File: config.mk
export PLATFORM = sky130hd
export DESIGN_NAME = latch_bank_ctrl
export DESIGN_NICKNAME = d
export VERILOG_FILES = /design/src/rtl/latch_ctrl_pkg.sv /design/src/rtl/rr_arbiter.sv /design/src/rtl/latch_bank_ctrl.sv
export SDC_FILE = /design/constraint.sdc
export NUM_CORES = 1
export LEC_CHECK = 0
export BUFFER_PORTS_ARGS = -buffer_cell sky130_fd_sc_hd__buf_2
export CAP_MARGIN = 40
export CORE_MARGIN = 1.5
export CORE_UTILIZATION = 44
export CTS_CLUSTER_SIZE = 8
export DETAILED_ROUTE_END_ITERATION = 6
export PLACE_DENSITY_LB_ADDON = 0.12
export SKIP_LAST_GASP = 1
export SLEW_MARGIN = 20
export SYNTH_ARGS = -nofsm -noshare
export SYNTH_HDL_FRONTEND = slang
export SYNTH_SLANG_ARGS = --single-unit
File: constraint.sdc
create_clock -name clk_i -period 2.5 [get_ports clk_i]
set_clock_uncertainty 0.2 [all_clocks]
set_input_delay 0.25 -clock clk_i [delete_from_list [all_inputs] [get_ports clk_i]]
set_output_delay 0.25 -clock clk_i [all_outputs]
set_load 0.02 [all_outputs]
File: src/rtl/latch_ctrl_pkg.sv
// Shared types and sizing helpers for the latch bank write controller.
// Holds the FSM state encoding, the default bank size and the counter-width helper.
package latch_ctrl_pkg;

  typedef enum logic [2:0] {
    IDLE,
    CLEAR,
    SETUP,
    OPEN,
    HOLD
  } state_e;

  localparam int DEF_AW = 2;

  function automatic int lat_count(input int aw);
    return 1 << aw;
  endfunction

  localparam int NLAT = lat_count(DEF_AW);

  // Wide enough to hold the value open_cyc itself, since the gate counter loads it directly.
  function automatic int cnt_width(input int open_cyc);
    return (open_cyc < 1) ? 1 : $clog2(open_cyc + 1);
  endfunction

endpackage

File: src/rtl/rr_arbiter.sv
// Combinational round-robin arbiter: grants the first unmasked requester
// found when searching upward from ptr_i with wrap-around.
module rr_arbiter #(
  parameter int NREQ = 4,
  parameter int PW   = $clog2(NREQ)
) (
  input  logic [NREQ-1:0] req_i,
  input  logic [NREQ-1:0] mask_i,
  input  logic [PW-1:0]   ptr_i,
  output logic [NREQ-1:0] winner_o
);

  logic [NREQ-1:0] eligible;
  logic            found;

  assign eligible = req_i & ~mask_i;

  // Outer loop walks the search distance from ptr, inner loop finds the index at that distance.
  always_comb begin
    winner_o = '0;
    found    = 1'b0;
    for (int i = 0; i < NREQ; i++) begin
      for (int j = 0; j < NREQ; j++) begin
        if (!found && (j == ((int'(ptr_i) + i) % NREQ)) && eligible[j]) begin
          winner_o[j] = 1'b1;
          found       = 1'b1;
        end
      end
    end
  end

endmodule

File: src/rtl/latch_bank_ctrl.sv
// Write controller and round-robin arbiter for a bank of level-sensitive latches.
// Each write runs SETUP -> OPEN (gate high) -> HOLD so data is stable around both gate edges.
module latch_bank_ctrl
  import latch_ctrl_pkg::*;
#(
  parameter int NREQ     = 4,
  parameter int DW       = 8,
  parameter int AW       = DEF_AW,
  parameter int OPEN_CYC = 2
) (
  input  logic                 clk_i,
  input  logic                 rst_ni,
  input  logic [NREQ-1:0]      req_i,
  input  logic [NREQ*AW-1:0]   waddr_i,
  input  logic [NREQ*DW-1:0]   wdata_i,
  input  logic                 clr_req_i,
  output logic [NREQ-1:0]      gnt_o,
  output logic [NREQ-1:0]      ack_o,
  output logic                 clr_ack_o,
  output logic [DW-1:0]        lat_d_o,
  output logic [(1<<AW)-1:0]   lat_en_o,
  output logic                 lat_clr_o,
  output logic                 busy_o
);

  localparam int NL = (AW == DEF_AW) ? NLAT : lat_count(AW);
  localparam int PW = $clog2(NREQ);
  localparam int CW = cnt_width(OPEN_CYC);

  state_e          state_q;
  logic [NREQ-1:0] gnt_q;
  logic [NREQ-1:0] ack_q;
  logic            clr_ack_q;
  logic            lat_clr_q;
  logic [DW-1:0]   lat_d_q;
  logic [AW-1:0]   addr_q;
  logic [NL-1:0]   lat_en_q;
  logic [CW-1:0]   cnt_q;
  logic [PW-1:0]   ptr_q;
  logic [PW-1:0]   win_idx_q;

  logic [NREQ-1:0] arb_mask;
  logic [PW-1:0]   arb_ptr;
  logic [PW-1:0]   next_ptr;
  logic [NREQ-1:0] gnt_d;
  logic [DW-1:0]   data_d;
  logic [AW-1:0]   addr_d;
  logic [PW-1:0]   idx_d;
  logic [NL-1:0]   en_dec;

  assign next_ptr = (win_idx_q == PW'(NREQ - 1)) ? '0 : win_idx_q + PW'(1);

  // In HOLD the current winner is masked and the search starts just past it.
  assign arb_mask = (state_q == HOLD) ? gnt_q : '0;
  assign arb_ptr  = (state_q == HOLD) ? next_ptr : ptr_q;

  rr_arbiter #(
    .NREQ (NREQ),
    .PW   (PW)
  ) u_arb (
    .req_i    (req_i),
    .mask_i   (arb_mask),
    .ptr_i    (arb_ptr),
    .winner_o (gnt_d)
  );

  always_comb begin
    data_d = '0;
    addr_d = '0;
    idx_d  = '0;
    for (int j = 0; j < NREQ; j++) begin
      if (gnt_d[j]) begin
        data_d = wdata_i[j*DW +: DW];
        addr_d = waddr_i[j*AW +: AW];
        idx_d  = PW'(j);
      end
    end
  end

  always_comb begin
    en_dec = '0;
    for (int k = 0; k < NL; k++) begin
      en_dec[k] = (addr_q == AW'(k));
    end
  end

  // Single FSM register block; every bank-facing output is a flop so the latch gates never glitch.
  always_ff @(posedge clk_i or negedge rst_ni) begin
    if (!rst_ni) begin
      state_q   <= IDLE;
      gnt_q     <= '0;
      ack_q     <= '0;
      clr_ack_q <= 1'b0;
      lat_clr_q <= 1'b0;
      lat_d_q   <= '0;
      addr_q    <= '0;
      lat_en_q  <= '0;
      cnt_q     <= '0;
      ptr_q     <= '0;
      win_idx_q <= '0;
    end else begin
      case (state_q)
        IDLE: begin
          if (clr_req_i) begin
            state_q   <= CLEAR;
            lat_clr_q <= 1'b1;
            clr_ack_q <= 1'b1;
          end else if (|gnt_d) begin
            state_q   <= SETUP;
            gnt_q     <= gnt_d;
            lat_d_q   <= data_d;
            addr_q    <= addr_d;
            win_idx_q <= idx_d;
          end
        end
        CLEAR: begin
          lat_clr_q <= 1'b0;
          clr_ack_q <= 1'b0;
          state_q   <= IDLE;
        end
        SETUP: begin
          lat_en_q <= en_dec;
          cnt_q    <= CW'(OPEN_CYC);
          state_q  <= OPEN;
        end
        OPEN: begin
          if (cnt_q == CW'(1)) begin
            lat_en_q <= '0;
            ack_q    <= gnt_q;
            state_q  <= HOLD;
          end else begin
            cnt_q <= cnt_q - CW'(1);
          end
        end
        HOLD: begin
          ack_q <= '0;
          gnt_q <= '0;
          ptr_q <= next_ptr;
          if (clr_req_i) begin
            state_q   <= CLEAR;
            lat_clr_q <= 1'b1;
            clr_ack_q <= 1'b1;
          end else if (|gnt_d) begin
            state_q   <= SETUP;
            gnt_q     <= gnt_d;
            lat_d_q   <= data_d;
            addr_q    <= addr_d;
            win_idx_q <= idx_d;
          end else begin
            state_q <= IDLE;
          end
        end
        default: state_q <= IDLE;
      endcase
    end
  end

  assign gnt_o     = gnt_q;
  assign ack_o     = ack_q;
  assign clr_ack_o = clr_ack_q;
  assign lat_clr_o = lat_clr_q;
  assign lat_d_o   = lat_d_q;
  assign lat_en_o  = lat_en_q;
  assign busy_o    = (state_q != IDLE);

endmodule
* Word level (Yosys, flattened, before mapping)
Cells that the tools add are included. Widths: inputs -> output; s select.
Cells by class: $add $sub $neg 5, equal/unequal tests 27, mux-type cells 63, bitwise logic cells 6, reductions and logical operators 69
Operator list (number):
- $logic_not 32->1 | 4
- $mux 1 | 32
- $mux 8 | 4
- $logic_and 1x1->1 | 31
- $mux 4 | 7
- $pmux 4 s2 | 3
- $mux 2 | 11
- $eq 3x3->1 const A | 6
- $logic_not 1->1 | 15
- $pmux 3 s4 | 1
- $reduce_and 2->1 | 5
- $eq 2x3->1 const A | 3
- $mux 3 | 3
- $ne 2x2->1 const B | 4
- $reduce_bool 2->1 | 4
- $reduce_or 2->1 | 4
- $eq 2x2->1 const B | 3
- $eq 3x2->1 const B | 2
- $reduce_and 3->1 | 2
- $add 2x1->2 const B | 2
- $add 2x2->2 const B | 2
- $and 4x4->4 | 1
- $eq 2x1->1 const B | 2
- $eq 2x2->1 const A | 2
- other kinds (15) | 17
Storage, ports and cells: flip-flop bits (word level) 32, output and inout port bits 23, logic and storage cells 180

* Depth between registers and ports, before layout
Gate-level depths: netlist of run 1.
word-level depth 70, gate-level depth with buffers 12, depth with buffers taken out 8

* Hierarchy
From an unflattened synthesis of run 1, not the netlist that was laid out.
Second synthesis, totals: cells, all modules 210, area, all modules 1898.1 µm²
By module, submodules not included:
- latch_bank_ctrl | times used 1, cells an instance 190, area an instance 1747.9 µm²
- rr_arbiter | times used 1, cells an instance 20, area an instance 150.1 µm²

* Worst setup path after synthesis of run 1
No wires, ideal clock.
path type register to register, from register state_q[0], to register lat_d_q[5] (netlist: lat_d_o[5]), setup time 0.129 ns, arrival time 2.266 ns, required time 2.171 ns, path slack -0.094 ns, cell stages (with the launch flop) 12, buffers on the path 4, period minus slack after synthesis 2.594 ns, cells stage by stage dfrtp_1 buf_2 nor3b_2 buf_2 mux2_2 a31oi_1 nor3b_2 o41a_1 buf_4 buf_6 nor2_1 a31oi_1
Between the ends: elaborated cells between the ends (all ways) 114, those cells by class add/sub (3); eq/ne (13); mux (36); bitwise (5); reduce/logical (57)
RTL lines:
- start, declared | line latch_bank_ctrl.sv:30 | state_e state_q;
- start signal, assigned | line latch_bank_ctrl.sv:90 | state_q <= IDLE;
- start signal, assigned | line latch_bank_ctrl.sv:105 | state_q <= CLEAR;
- start signal, assigned | line latch_bank_ctrl.sv:109 | state_q <= SETUP;
- $eq 3x3->1 * | line latch_bank_ctrl.sv:55 | assign arb_ptr = (state_q == HOLD) ? next_ptr : ptr_q;
- $mux 2 *
- named net arb_ptr[0] | line latch_bank_ctrl.sv:43 | logic [PW-1:0] arb_ptr;
- $logic_not 32->1 | line rr_arbiter.sv:24 | if (!found && (j == ((int'(ptr_i) + i) % NREQ)) && eligible[j]) begin
- $logic_and 1x1->1 | line rr_arbiter.sv:24
- $mux 1 | line rr_arbiter.sv:24
- $logic_not 1->1 | line rr_arbiter.sv:24
- $logic_and 1x1->1 (2 in a row) | line rr_arbiter.sv:24
- [... 49 more ...]
- $logic_not 1->1 | line rr_arbiter.sv:24
- $logic_and 1x1->1 (2 in a row) | line rr_arbiter.sv:24
- $mux 1 | line rr_arbiter.sv:24
- $logic_not 1->1 | line rr_arbiter.sv:24
- $logic_and 1x1->1 (2 in a row) | line rr_arbiter.sv:24
- $mux 1 | line rr_arbiter.sv:24
- $reduce_or 4->1 | line latch_bank_ctrl.sv:108, latch_bank_ctrl.sv:143
- $reduce_and 3->1 (no source line)
- end signal, assigned | line latch_bank_ctrl.sv:111 | lat_d_q <= data_d;
- end signal, assigned | line latch_bank_ctrl.sv:146 | lat_d_q <= data_d;
- end, declared | line latch_bank_ctrl.sv:35 | logic [DW-1:0] lat_d_q;
The timed path passes the listed nets; every way through them passes the cells marked *. A chain may end at the register's enable or synchronous reset.

* Final worst setup path of run 1
from register state_q[1], to register lat_d_q[5] (netlist: lat_d_o[5])
The elaborated chain is that of the path after synthesis.

==> flow_summary.json, run 1 <==
{
  "grt_first_pass_wirelength_um": 7340,
  "ant_nets": 0,
  "synth_edf_count": 0,
  "critPathArrivalTime_ns": 2.51,
  "synth.avg_cell_area_um2": 9.09,
  "coreArea_um2": 4000,
  "worst_pin_slew_ns": 0.715,
  "hold_path.class": "input port to flip-flop",
  "clockRootBuffer": "clkbuf_8",
  "rows": 23,
  "path_max_fanout": 6,
  "p_total_uw": 3010,
  "clkSlewWorstSetupHoldPaths_ns": 0.07,
  "worst_slack_ns": -0.0539,
  "grt_usage_pct": 21.4,
  "gr-usage-met3_pct": 5.33,
  "hold_violations": 0,
  "min_period_ns": 2.55,
  "drt_iter0_drc": 109,
  "hpwl_um": 3340,
  "maxSlewViolCount": 0,
  "avgRoutedWirePerCell_um": 14.5,
  "die_y_um": 67.4,
  "critPathRequiredTime_ns": 2.46,
  "netlist_instances": 201,
  "seq_area_frac_synth_pct": 43.8,
  "cp-end-kind": "flip-flop",
  "cp-startpoint": "state_q[1]$_DFFE_PN0P_",
  "post-route-util_pct": 65.3,
  "die_area_um2": 4550,
  "drive_gt1_share_pct": 43.1,
  "worstHoldStart": "wdata_i[24]",
  "wirelength_um": 4910,
  "postSynth.asyncResetShare_pct": 100,
  "start_util_pct": 45.7,
  "max_freq_mhz": 392,
  "clock-sinks": 32,
  "syn-cell-area_um2": 1830,
  "rsz0062_at_grt": "true",
  "synth_seq_cells": 32,
  "ir_drop_mv": 0.523,
  "port_buffers": 69,
  "synth_cell_types": 40,
  "die_w_um": 67.4,
  "period_share_pct": 102,
  "vias": 1795,
  "max-cap-violations": 0,
  "power_density_nw_per_um2": 1150,
  "setup_viol_count_final": 8,
  "clock_tree.buffer_depth": 2,
  "area_growth_pct": 42.9,
  "final_cell_mix": "buf_2 (69), nand2_1 (32), dfrtp_1 (32)",
  "grt_pass1_vias": 1581,
  "cts_tree": "yes",
  "regToRegStartpoint": "state_q[1]$_DFFE_PN0P_",
  "gr-usage-met1_pct": 30.4,
  "crit_type": "flip-flop to flip-flop",
  "grtUsageMet2_pct": 33.5,
  "viasPerCell": 5.31,
  "antenna_cells": 0,
  "cts_buffers": 5,
  "drt-pass1-iter-count": 4,
  "grt.busiest_layer": "met2",
  "total_leakage_power_uw": 0.00123,
  "violations": "setup timing",
  "grt_overflow": 0,
  "ys.flop_type": "dfrtp_1",
  "synth_warnings": 0,
  "clkLatencyLatePin_ns": 0.28,
  "nNetsFinal": 336,
  "status": "complete, but fails checks",
  "route.detailed.drc": 0,
  "layout_commonest_cell": "buf_2",
  "antenna_found_initial": 0,
  "crit_path_start_kind": "flip-flop",
  "syn-num-nets": 250,
  "grt_start_max_net_pins": 33,
  "num_io_pins": 70,
  "h-tree-depth": 2,
  "slew_headroom_pct": 52.4,
  "gp_congestion": 0.893
}
## synthesized netlist by cell type, types with 2 or more instances
cell	number	area (um2)
o31ai_1	2	15.0
nand2b_1	4	25.0
a21boi_0	3	22.5
a22o_1	14	123
dfrtp_1	32	801
nor3b_2	2	25.0
buf_4	3	22.5
a31oi_1	11	68.8
buf_2	7	35.0
mux2i_1	10	100
clkbuf_1	2	7.51
o21ai_0	13	65.1
o21a_1	2	15.0
nor2b_1	4	25.0
nor2_1	19	71.3
a21oi_1	4	20.0
inv_1	6	22.5
nand2_1	32	120
ha_1	2	25.0
nor3_1	9	45.0
## metal layers
metal  up-vias  routed length [um]
met5         -                   0
met4         0                  39
met3         7                 290
met2        58                2360
met1       832                2220
li1        898                   -
## cell families (layout without fill, tap and decap cells)
kind of cell / count (synthesis) / in the layout / synth area share [%]
buffers and inverters: 19 / 106 / 5.41
multiplexers: 11 / 11 / 6.10
AND/OR/NAND/NOR: 78 / 78 / 20.1
AO/OA/AOI/OAI: 59 / 59 / 23.2
flip-flops: 32 / 32 / 43.8
adder cells (fa/ha/maj): 2 / 2 / 1.37
## sequential cells by signal (all words and copies together) (netlist names)
register,flops
ack_o,4
lat_clr_o,1
lat_d_o,8
win_idx_q,2
ptr_q,2
gnt_o,4
state_q,3
lat_en_o,4
cnt_q,2
addr_q,2
## critical path, stage by stage, from the launching register on
cell and delay [ns]:
dfrtp_1 0.40, nor3b_2 0.19, buf_4 0.16, mux2_4 0.33, a31oi_4 0.15, nor3b_2 0.08, o41a_4 0.56, buf_12 0.16
nor2_1 0.13, a31oi_2 0.05
## what timing repair did
action                                  4_1_cts  5_1_grt
cloned                                        0        3
endpoints found under the hold margin        32        0
buffers inserted                              3        1
gates resized for setup                       3       23
hold buffers                                  1        0
pin swaps                                     1        2
endpoints found under the setup margin       11       16
## area by class of cell
type,count,area [um2]
sequential,32,801
clock inverter,2,35.0
timing repair buffer,92,572
multi-input combinational,150,1050
tap,50,62.6
clock buffer,6,72.6
inverter,6,22.5
fill,342,1390
## metrics by stage
step / setup TNS (ns) / cells / setup slack [ns] / cell area (um2) / hold slack [ns]
after CTS: 0 / 335 / 0.00993 / 2460 / 0.0101
after detailed placement: -0.0264 / 323 / -0.0259 / 2310 / 0.153
after global placement: 0 / 323 / 0.0413 / 2310 / 0.160
final: -0.114 / 338 / -0.0539 / 2610 / 0.00867
after global routing: -1.23 / 338 / -0.141 / 2610 / 0.0114
after floorplan: 0 / 201 / 0.00323 / 1860 / -0.246
## where the power goes
group	switching (uW)	internal, uW	leakage (uW)
combinational	885	674	0.000783
clock	196	296	0.0000552
sequential	205	749	0.000390
## final timing paths
path | to | slack (ns) | cells past startpoint
worst max register to register | lat_d_o[5]$_DFFE_PN0P_ | -0.05 | 9
worst max-delay path | lat_d_o[5]$_DFFE_PN0P_ | -0.05 | 9
worst min-delay path | lat_d_o[0]$_DFFE_PN0P_ | 0.009 | 3
min in group asynchronous | ack_o[3]$_DFFE_PN0P_ | 0.35 | 2
worst min register to register | lat_en_o[0]$_DFFE_PN0P_ | 0.27 | 2
max in group asynchronous | ptr_q[0]$_DFF_PN0_ | 1.29 | 2
No activity file was read; power rests on OpenSTA's default activity.
==> inputs of run 2 (changes only) <==
--- a/config.mk
+++ b/config.mk
@@ -8,12 +8,12 @@
 export BUFFER_PORTS_ARGS = -buffer_cell sky130_fd_sc_hd__buf_2
 export CAP_MARGIN = 40
 export CORE_MARGIN = 1.5
-export CORE_UTILIZATION = 44
+export CORE_UTILIZATION = 46
+export CTS_BUF_LIST = sky130_fd_sc_hd__clkbuf_4
 export CTS_CLUSTER_SIZE = 8
 export DETAILED_ROUTE_END_ITERATION = 6
 export PLACE_DENSITY_LB_ADDON = 0.12
 export SKIP_LAST_GASP = 1
-export SLEW_MARGIN = 20
 export SYNTH_ARGS = -nofsm -noshare
 export SYNTH_HDL_FRONTEND = slang
 export SYNTH_SLANG_ARGS = --single-unit
==> run 2 against run 1 <==
The run still ends with setup timing left. Combinational power about the same. Fmax up 1.8%. Wire length up 3.7%. First-iteration DRC count down 31%. Non-clock buffer count up 17. Worst setup slack better by 0.045 ns. Hold slack better by 0.015 ns. Via count up 4.8%. Largest cell class unchanged. Highest routed layer unchanged.
==> flow_summary.json, run 2 (synthesized netlist as in run 1, its figures left out) <==
{
  "hold_path.class": "input port to flip-flop",
  "max-cap-violations": 0,
  "start_util_pct": 48.8,
  "status": "complete, but fails checks",
  "avgRoutedWirePerCell_um": 14.4,
  "grt_pass1_vias": 1740,
  "grt_start_max_net_pins": 33,
  "fin_area_um2": 2680,
  "area_growth_pct": 46.7,
  "coreArea_um2": 3740,
  "worst_slack_ns": -0.00892,
  "antenna_cells": 0,
  "clkPwrFrac_pct": 14.0,
  "wirelength_um": 5100,
  "multi_input_area_um2": 993,
  "grt_first_pass_wirelength_um": 8050,
  "clock-sinks": 32,
  "rows": 22,
  "worst_path_max_delay_cell": "dfrtp_1",
  "power_density_nw_per_um2": 1080,
  "ant_nets": 0,
  "path_cells": "nor3b_2 > buf_4 > mux2_4 > a31oi_2 > nor3b_2 > o41a_1 > buf_6 > buf_6 > nand2b_1",
  "intPower_uw": 1630,
  "layout_commonest_cell": "buf_2",
  "final_cell_mix": "buf_2 (69), dfrtp_1 (32), nand2_1 (31)",
  "num_io_pins": 70,
  "seqPwrFrac_pct": 32.6,
  "power.switching_uw": 1250,
  "cp-end-kind": "flip-flop",
  "drive_gt1_share_pct": 39.7,
  "worst_pin_slew_ns": 0.717,
  "gp_congestion": 0.845,
  "maxSlewViolCount": 0,
  "crit_type": "flip-flop to flip-flop",
  "hpwl_um": 3360,
  "h-tree-depth": 2,
  "hold_violations": 0,
  "clkSlewWorstSetupHoldPaths_ns": 0.11,
  "path_max_fanout": 6,
  "grt_usage_pct": 24.2,
  "largest_reg_flops": 8,
  "tns_ns": -0.0166,
  "die_area_um2": 4360,
  "switching_share_pct": 43.4,
  "min_period_ns": 2.51,
  "clockRootBuffer": "clkbuf_4",
  "crit_path_max_incr_delay_ns": 0.42,
  "vias": 1882,
  "route.detailed.drc": 0,
  "drt_iter0_drc": 75,
  "cts_buffers": 5,
  "crit_path_start_kind": "flip-flop",
  "setup_viol_count_final": 3,
  "max_freq_mhz": 399,
  "grt_overflow": 0,
  "pre_cts_ws_ns": -0.0235,
  "ir_drop_mv": 0.430,
  "placed_area_um2": 2350,
  "period_share_pct": 100,
  "seqCellArea_um2": 801,
  "fillers": 307,
  "antenna_found_initial": 0,
  "nNetsFinal": 353,
  "critPathRequiredTime_ns": 2.52,
  "rsz0062_at_grt": "true",
  "die_w_um": 66.0,
  "violations": "setup timing",
  "total_leakage_power_uw": 0.00128,
  "clkLatencyLatePin_ns": 0.34,
  "slew_headroom_pct": 52.2,
  "drt-pass1-iter-count": 4,
  "port_buffers": 69,
  "clock_tree.buffer_depth": 2,
  "viasPerCell": 5.33,
  "combPwrFrac_pct": 53.4,
  "critPathArrivalTime_ns": 2.53,
  "die_y_um": 66.0,
  "cts_tree": "yes"
}
-- run 2: cell count changes in the layout (fill, tap and decap cells not counted), sizes merged --
cell | before | now
buf | 89 | 97
clkinvlp | 0 | 1
dlygate4sd3 | 1 | 12
clkbuf | 8 | 5
-- run 2: timing repair --
item                                   4_1_cts  5_1_grt
resized for setup                            2       18
pin swaps                                    0        6
hold buffers                                12        0
setup endpoints to repair                   13       17
cloned                                       0        2
endpoints found under the hold margin       42        0
buffers inserted                             3        3
-- run 2: final cells by class --
class                           instances  share of cell area (%)
Timing Repair Buffer                  109                    27.0
Multi-Input combinational cell        150                    37.1
Sequential cell                        32                    29.9
Inverter                                6                   0.840
Clock buffer                            5                    1.40
Tap cell                               48                    2.24
Clock inverter                          3                    1.59
-- run 2: final timing paths --
kind                                          from                       to  slack [ns]  cells past startpoint
max                         state_q[1]$_DFFE_PN0P_   state_q[1]$_DFFE_PN0P_      -0.009                      9
min                                    wdata_i[20]   lat_d_o[4]$_DFFE_PN0P_        0.02                      3
max reg2reg                 state_q[1]$_DFFE_PN0P_   state_q[1]$_DFFE_PN0P_      -0.009                      9
min reg2reg                lat_en_o[0]$_DFFE_PN0P_  lat_en_o[0]$_DFFE_PN0P_        0.28                      2
max in group asynchronous                   rst_ni       ptr_q[0]$_DFF_PN0_        1.35                      2
min in group asynchronous                   rst_ni     ack_o[2]$_DFFE_PN0P_        0.28                      2
-- run 2: layer usage --
| layer | global-route usage (%) | up-vias | part of all wire [%] |
|---|---|---|---|
| met1 | 31.3 | 892 | 44 |
| met2 | 38.9 | 56 | 50 |
| met5 | 0 | - | 0 |
| met4 | 9.18 | 0 | 1.5 |
| met3 | 6.13 | 7 | 5.0 |
| li1 | - | 927 | - |
-- run 2: per-stage QoR --
stage          hold WS [ns]  std cells  util [%]  power [uW]
6_report             0.0235        353      71.6        2890
2_1_floorplan        -0.246        201         -        1870
3_5_place_dp          0.151        325      62.7        2350
5_1_grt              0.0320        353      71.6        3100
4_1_cts              0.0230        348      68.9        2790
3_3_place_gp          0.147        325      62.7        2340
-- run 2: worst max-delay path: cells and delay by family, from the launching register on --
family,cells,cell delay (ns)
AO/OA/AOI/OAI,2,0.56
buffers and inverters,3,0.45
flip-flops,1,0.42
multiplexers,1,0.33
AND/OR/NAND/NOR,3,0.43
-- run 2: power groups by stage --
stage / clock [uW] / sequential, uW / combinational (uW)
3_5_place_dp: 0 / 941 / 1410
3_3_place_gp: 0 / 942 / 1390
5_1_grt: 426 / 968 / 1700
4_1_cts: 407 / 934 / 1450
2_1_floorplan: 0 / 1090 / 774
6_report: 404 / 940 / 1540
